File: src/rtl/sw_debounce8.sv
// Joint debouncer for an 8-bit slide-switch vector plus enable switch.
// Feeds a priority encoder with clean, flop-driven code/enable and an update strobe.
module sw_debounce8 #(
    parameter logic [19:0] DEB_CYCLES = 20'd1_000_000
) (
    input  logic       i_clk,
    input  logic       i_rst_n,
    input  logic [7:0] i_sw,
    input  logic       i_en_raw,
    output logic [7:0] o_code,
    output logic       o_en,
    output logic       o_chg,
    output logic       o_multi
);

    typedef enum logic {
        IDLE = 1'b0,
        WAIT = 1'b1
    } state_t;

    localparam logic [19:0] CNT_LAST = DEB_CYCLES - 20'd1;

    state_t      state, state_nxt;
    logic [8:0]  sync1, sync2;
    logic [8:0]  cand, cand_nxt;
    logic [8:0]  out_q, out_nxt;
    logic [19:0] cnt, cnt_nxt;
    logic        chg_q, chg_nxt;
    logic        multi_q, multi_nxt;

    // {enable, switches} travel as one vector so every bit shares one settling window
    always_ff @(posedge i_clk or negedge i_rst_n) begin
        if (!i_rst_n) begin
            sync1 <= '0;
            sync2 <= '0;
        end else begin
            sync1 <= {i_en_raw, i_sw};
            sync2 <= sync1;
        end
    end

    always_ff @(posedge i_clk or negedge i_rst_n) begin
        if (!i_rst_n) begin
            state   <= IDLE;
            cand    <= '0;
            cnt     <= '0;
            out_q   <= '0;
            chg_q   <= 1'b0;
            multi_q <= 1'b0;
        end else begin
            state   <= state_nxt;
            cand    <= cand_nxt;
            cnt     <= cnt_nxt;
            out_q   <= out_nxt;
            chg_q   <= chg_nxt;
            multi_q <= multi_nxt;
        end
    end

    always_comb begin
        state_nxt = state;
        cand_nxt  = cand;
        cnt_nxt   = cnt;
        out_nxt   = out_q;
        chg_nxt   = 1'b0;
        multi_nxt = multi_q;
        case (state)
            IDLE: begin
                if (sync2 != out_q) begin
                    cand_nxt  = sync2;
                    cnt_nxt   = '0;
                    state_nxt = WAIT;
                end
            end
            WAIT: begin
                if (sync2 == out_q) begin
                    cnt_nxt   = '0;
                    state_nxt = IDLE;
                end else if (sync2 != cand) begin
                    cand_nxt = sync2;
                    cnt_nxt  = '0;
                end else if (cnt < CNT_LAST) begin
                    cnt_nxt = cnt + 20'd1;
                end else begin
                    out_nxt   = cand;
                    chg_nxt   = 1'b1;
                    // x & (x-1) clears the lowest set bit; nonzero means two or more bits set
                    multi_nxt = |(cand[7:0] & (cand[7:0] - 8'd1));
                    cnt_nxt   = '0;
                    state_nxt = IDLE;
                end
            end
            default: state_nxt = IDLE;
        endcase
    end

    assign {o_en, o_code} = out_q;
    assign o_chg          = chg_q;
    assign o_multi        = multi_q;

endmodule

File: config.mk
export PLATFORM = sky130hd
export DESIGN_NAME = sw_debounce8
export DESIGN_NICKNAME = d
export VERILOG_FILES = /design/src/rtl/sw_debounce8.sv
export SDC_FILE = /design/constraint.sdc
export NUM_CORES = 1
export LEC_CHECK = 0
export BUFFER_PORTS_ARGS = -buffer_cell sky130_fd_sc_hd__buf_2
export CELL_PAD_IN_SITES_DETAIL_PLACEMENT = 1
export CELL_PAD_IN_SITES_GLOBAL_PLACEMENT = 1
export CORE_MARGIN = 3
export CORE_UTILIZATION = 42
export DETAILED_ROUTE_END_ITERATION = 12
export PLACE_DENSITY_LB_ADDON = 0.1
export SLEW_MARGIN = 20
export SYNTH_ARGS = -nofsm -noshare
export SYNTH_HDL_FRONTEND = slang
export SYNTH_SLANG_ARGS = --single-unit
File: constraint.sdc
create_clock -name i_clk -period 2.1 [get_ports i_clk]
set_clock_uncertainty 0.1 [all_clocks]
set_input_delay 0.42 -clock i_clk [delete_from_list [all_inputs] [get_ports i_clk]]
set_output_delay 0.42 -clock i_clk [all_outputs]
set_load 0.03 [all_outputs]
# --- Word level (Yosys, flattened, before mapping) ---
# Index checks and enable logic that the tools add are counted.
op_classes:
  n_addsub: 2
  order_cmp: 1
  n_eq_ne: 6
  n_mux: 18
  bitwise_logic: 5
  reduce_logical: 3
op_table:
  columns: ["cell", "count"]
  rows:
  - ["$mux W20", 4]
  - ["$pmux W20 S2", 1]
  - ["$mux W9", 3]
  - ["$add A20 B1 Y20 const B", 1]
  - ["$lt A20 B20 Y1 const B", 1]
  - ["$ne A9 B9 Y1", 2]
  - ["$pmux W9 S2", 1]
  - ["$eq A9 B9 Y1", 1]
  - ["$and A8 B8 Y8", 1]
  - ["$mux W1", 8]
  - ["$reduce_or A8 Y1", 1]
  - ["$sub A8 B1 Y8 const B", 1]
  - ["$ne A2 B2 Y1 const B", 2]
  - ["$not A1 Y1", 4]
  - ["$reduce_and A4 Y1", 1]
  - ["$reduce_and A3 Y1", 1]
  - ["$ne A2 B1 Y1 const B", 1]
  - ["$pmux W1 S2", 1]
totals:
  register_bits: 59
  input_bits: 11
  out_inout_bits: 11
  word_cells: 43

# --- Depth between registers and ports, before layout ---
logic_depth:
  ltp_word: 5
  ltp_mapped: 8
  depth_no_buf: 6

# --- Worst setup path before layout ---
# Ideal clock, no wire load.
synth_path:
  kind: "reg-to-reg"
  from: "reg out_q[5]"
  to: "reg out_q[1]"
  setup_time_ns: 0.125
  arrival_ns: 1.967
  required_ns: 1.875
  setup_slack_ns: -0.091
  stages_incl_launch_ff: 8
  n_path_buf: 2
  period_less_slack_ns: 2.191
  cell_sequence: "dfrtp_1 > xnor2_1 > nand3_1 > or3_1 > clkbuf_1 > nand3_1 > buf_2 > mux2_2"
synth_via:
  elab_chain_len: 3
synth_rtl:
  columns: ["element", "line", "source"]
  rows:
  - ["start, declared", "26", "logic [8:0] out_q, out_nxt;"]
  - ["start signal, assigned", "54", "out_q <= out_nxt;"]
  - ["$eq A9 B9 Y1", "76", "if (sync2 == out_q) begin"]
  - ["$not A1 Y1 (no source line)", null, null]
  - ["$reduce_and A4 Y1 (no source line)", null, null]
# No other way between the ends.
# A chain may end at the register's enable or synchronous reset.

# --- Final worst setup path ---
layout_path:
  from: "reg cnt[0]"
  to: "reg cnt[12]"
layout_via:
  elab_chain_len: 5
  elab_cells_between_ends: 6
  classes_between: "add/sub (1); order compare (1); mux (4)"
layout_rtl:
  columns: ["element", "line", "source"]
  rows:
  - ["start, declared", "27", "logic [19:0] cnt, cnt_nxt;"]
  - ["start signal, assigned", "53", "cnt <= cnt_nxt;"]
  - ["$add A20 B1 Y20 / $lt A20 B20 Y1 (equally long branches)", "83, 82", null]
  - ["$mux W20 (*)", "82", "end else if (cnt < CNT_LAST) begin"]
  - ["$mux W20 (*)", "79", "end else if (sync2 != cand) begin"]
  - ["$mux W20 (*)", "76", null]
  - ["$pmux W20 S2 (*)", "67", "case (state)"]
# Every way passes the cells marked *; elsewhere a longest branch is shown, timed or not.

==> results.md <==
- Status: finished clean
- WL/cell: 18.5 µm
- DP HPWL: 5050 µm
- Num rows: 29
- Crit end category: flop
- Crit path max-delay family: simple AND/OR/NAND/NOR gates
- Area of the core: 0.00646 mm²
- Ys flop type: dfrtp_1
- Antenna violations before repair: 0
- WP data arrival: 2.24 ns
- Post-synthesis cell area: 0.00284 mm²
- Clock Path Buffers: 2
- Syn. warnings: 0
- Max VDD drop: 0.404 mV
- H-tree depth: 3
- Initial DRT Pass Iterations: 4
- CTS tree: yes
- Worst-path maximum fanout: 8
- GRT Overall Usage: 21.1%
- # diodes: 0
- Global-route wire length before repair: around 13000 µm
- Num Clock Sinks: 59
- Layout cell share with drive strength beyond 1: 39.5%
- Cell Area, Placed: 0.00328 mm²
- Vias post-DR: 2368
- Worst-Margin Slew: 0.443 ns
- Total global routing overflow: 0
- CTS Root Cell: clkbuf_8
- Final setup viols: 0
- Syn Nets: 282
- Full die area: just under 0.008 mm²
- Input/output buffers: 21
- Syn avg cell area: 10.5 µm²
- Count of final max-slew check failures: 0
- Critical path launch point type: flop
- CTS buffer count: 9
- Worst-path clk slew: 0.08 ns
- Max stage delay on crit path: 0.47 ns
- DRC errors left: 0
- Pin count of the biggest net entering global routing: 60
- CP bufs+invs: 1
- Total power: 2.35 mW
- CP max-delay cell: or4_4
- Via density: 5.79
- Fin crit share: between 90% and 100%
- Final #Nets: 339
- Vias in the first global route: between 2000 and 2500
- Crit path cell chain: ha_2 -> nand3_2 -> buf_6 -> or4_4 -> nand2b_4 -> a2111oi_4 -> a21o_1
- Min Tclk post-route: 2.06 ns
- Pwr Density: between 600 and 700 mW/mm²
- Final Hold Viols: 0
- RSZ-0062 raised after global routing: true
- FILL cells: about 700
- Worst hold path type: input port to flop
- Largest cells by area after synthesis: dfrtp_1, nand2_1, xnor2_1
- Critical path class: flop to flop
- Clock Latency Late Sink: 0.34 ns
- Max_slew headroom: between 70% and 80%
- Area leader, netlist: dfrtp_1
- Post-synth EDFFs: 0
- DRT iter0 DRCs: 109
- FMAX: 486 MHz
- Max-Cap Viols: 0
- Die Height: 88.3 µm
- I/O pin count: 22
- Post-route cell area: 0.00370 mm²
- Synth Register Bits: 59
- Mapped Cells: 270
- Netlist cell types: 45
- Seq/Total Area, Yosys: 51.9%
- Final wirelength: 7570 µm
- RD Place Congestion: 0.758
- Fraction of registers with async set/reset: 100%
- Worst EP required: 2.28 ns
- Die Span X: ~88 µm
- Antenna viol nets, final: 0
- Synth top area share: 51.9%
- Initial Util: between 40% and 50%
- Synth-to-layout area growth: 30.3%
- Lkg Pwr: 1.65 nW
registers in the layout, indices dropped and copies added, names as in the netlist:
signal   cells
cand         9
cnt         20
o_chg        1
o_multi      1
out_q        9
state        1
sync1        9
sync2        9
where the power goes:
group	switching (mW)	internal (mW)
registers	0.0256	1.16
clock network	0.497	0.555
logic	0.0560	0.0495
total	0.579	1.77
final cells by class:
type | count | area (µm²) | share of cell area [%]
inverter | 5 | 18.8 | 0.507
sequential | 59 | 1490 | 40.3
multi-input combinational | 191 | 1420 | 38.3
clock inverter | 7 | 77.6 | 2.09
tap | 77 | 96.3 | 2.60
timing repair buffer | 61 | 477 | 12.9
clock buffer | 9 | 124 | 3.34
metrics by stage:
stage                     worst slack [ns]  instances  setup TNS [ns]  util, %  hold WS (ns)
after global routing               -0.0480        409          -0.290     57.4        0.0577
after CTS                           0.0135        404               0     54.4        0.0599
after floorplan                     0.0113        270               0        -        0.0244
final                               0.0422        409               0     57.4        0.0751
after detailed placement           -0.0849        387          -0.297     50.8         0.236
after global placement             -0.0149        387         -0.0149     50.8         0.232
metal layers:
layer	part of all wire (%)	GRT usage [%]	vias to the layer above
met3	2.6	3.45	14
met1	49	30.3	1200
met2	46	31.3	40
met4	1.9	9.34	0
met5	0	0	-
li1	-	-	1114
layout by cell type, fill, tap and decap left out, types with 8 or more instances in the layout:
cell and instances:
nor3_1 9, xnor2_1 15, mux2_2 9, nand2_1 41, buf_2 21, dfrtp_2 12, nand3_1 8, nand4_1 9
buf_4 31, dfrtp_1 47, nor4_1 9, clkbuf_8 9
cell families (layout without fill, tap and decap cells):
logic type / after synthesis / in the layout / share of synthesized area, %
simple gates: 118 / 118 / 22.1
flops: 59 / 59 / 51.9
compound gates: 40 / 40 / 11.3
buf+inv: 20 / 82 / 3.30
xor+xnor: 18 / 18 / 5.54
mux: 13 / 13 / 5.06
fa+ha+maj: 2 / 2 / 0.792
Yosys cell counts (all sizes together) (2+ instances only):
library cell and count:
dfrtp 59, nand2 42, xnor2 18, nor4 16, mux2 11, nand3 11, nor3 11, buf 10
nand4 9, o21ai 9, a221o 8, nor2 7, clkbuf 5, inv 5, or3 5, a41oi 4
or2 4, a211o 3, and3 3, and4 3, o31ai 3, or4 3, a2111oi 2, a21o 2
a22o 2, a22oi 2, and2 2, mux2i 2
final timing paths:
path | startpoint | slack (ns) | to | cells past startpoint
setup reg to reg | cnt[0] | 0.04 | cnt[12] | 7
max in group asynchronous | i_rst_n | 1.10 | out_q[0] | 3
hold / removal | i_sw[4] | 0.08 | sync1[4] | 1
setup / recovery | cnt[0] | 0.04 | cnt[12] | 7
hold reg to reg | sync1[8] | 0.25 | sync2[8] | 0
min in group asynchronous | i_rst_n | 0.49 | cnt[18] | 3
repair_timing:
action | CTS | global route
gates cloned | 0 | 0
resized for setup | 5 | 31
pin swaps | 2 | 7
hold endpoints to repair | 59 | 0
endpoints found under the setup margin | 17 | 30
setup buffers | 0 | 6
hold buffers | 1 | 0
Note: power is estimated with default switching activity, not from simulation.
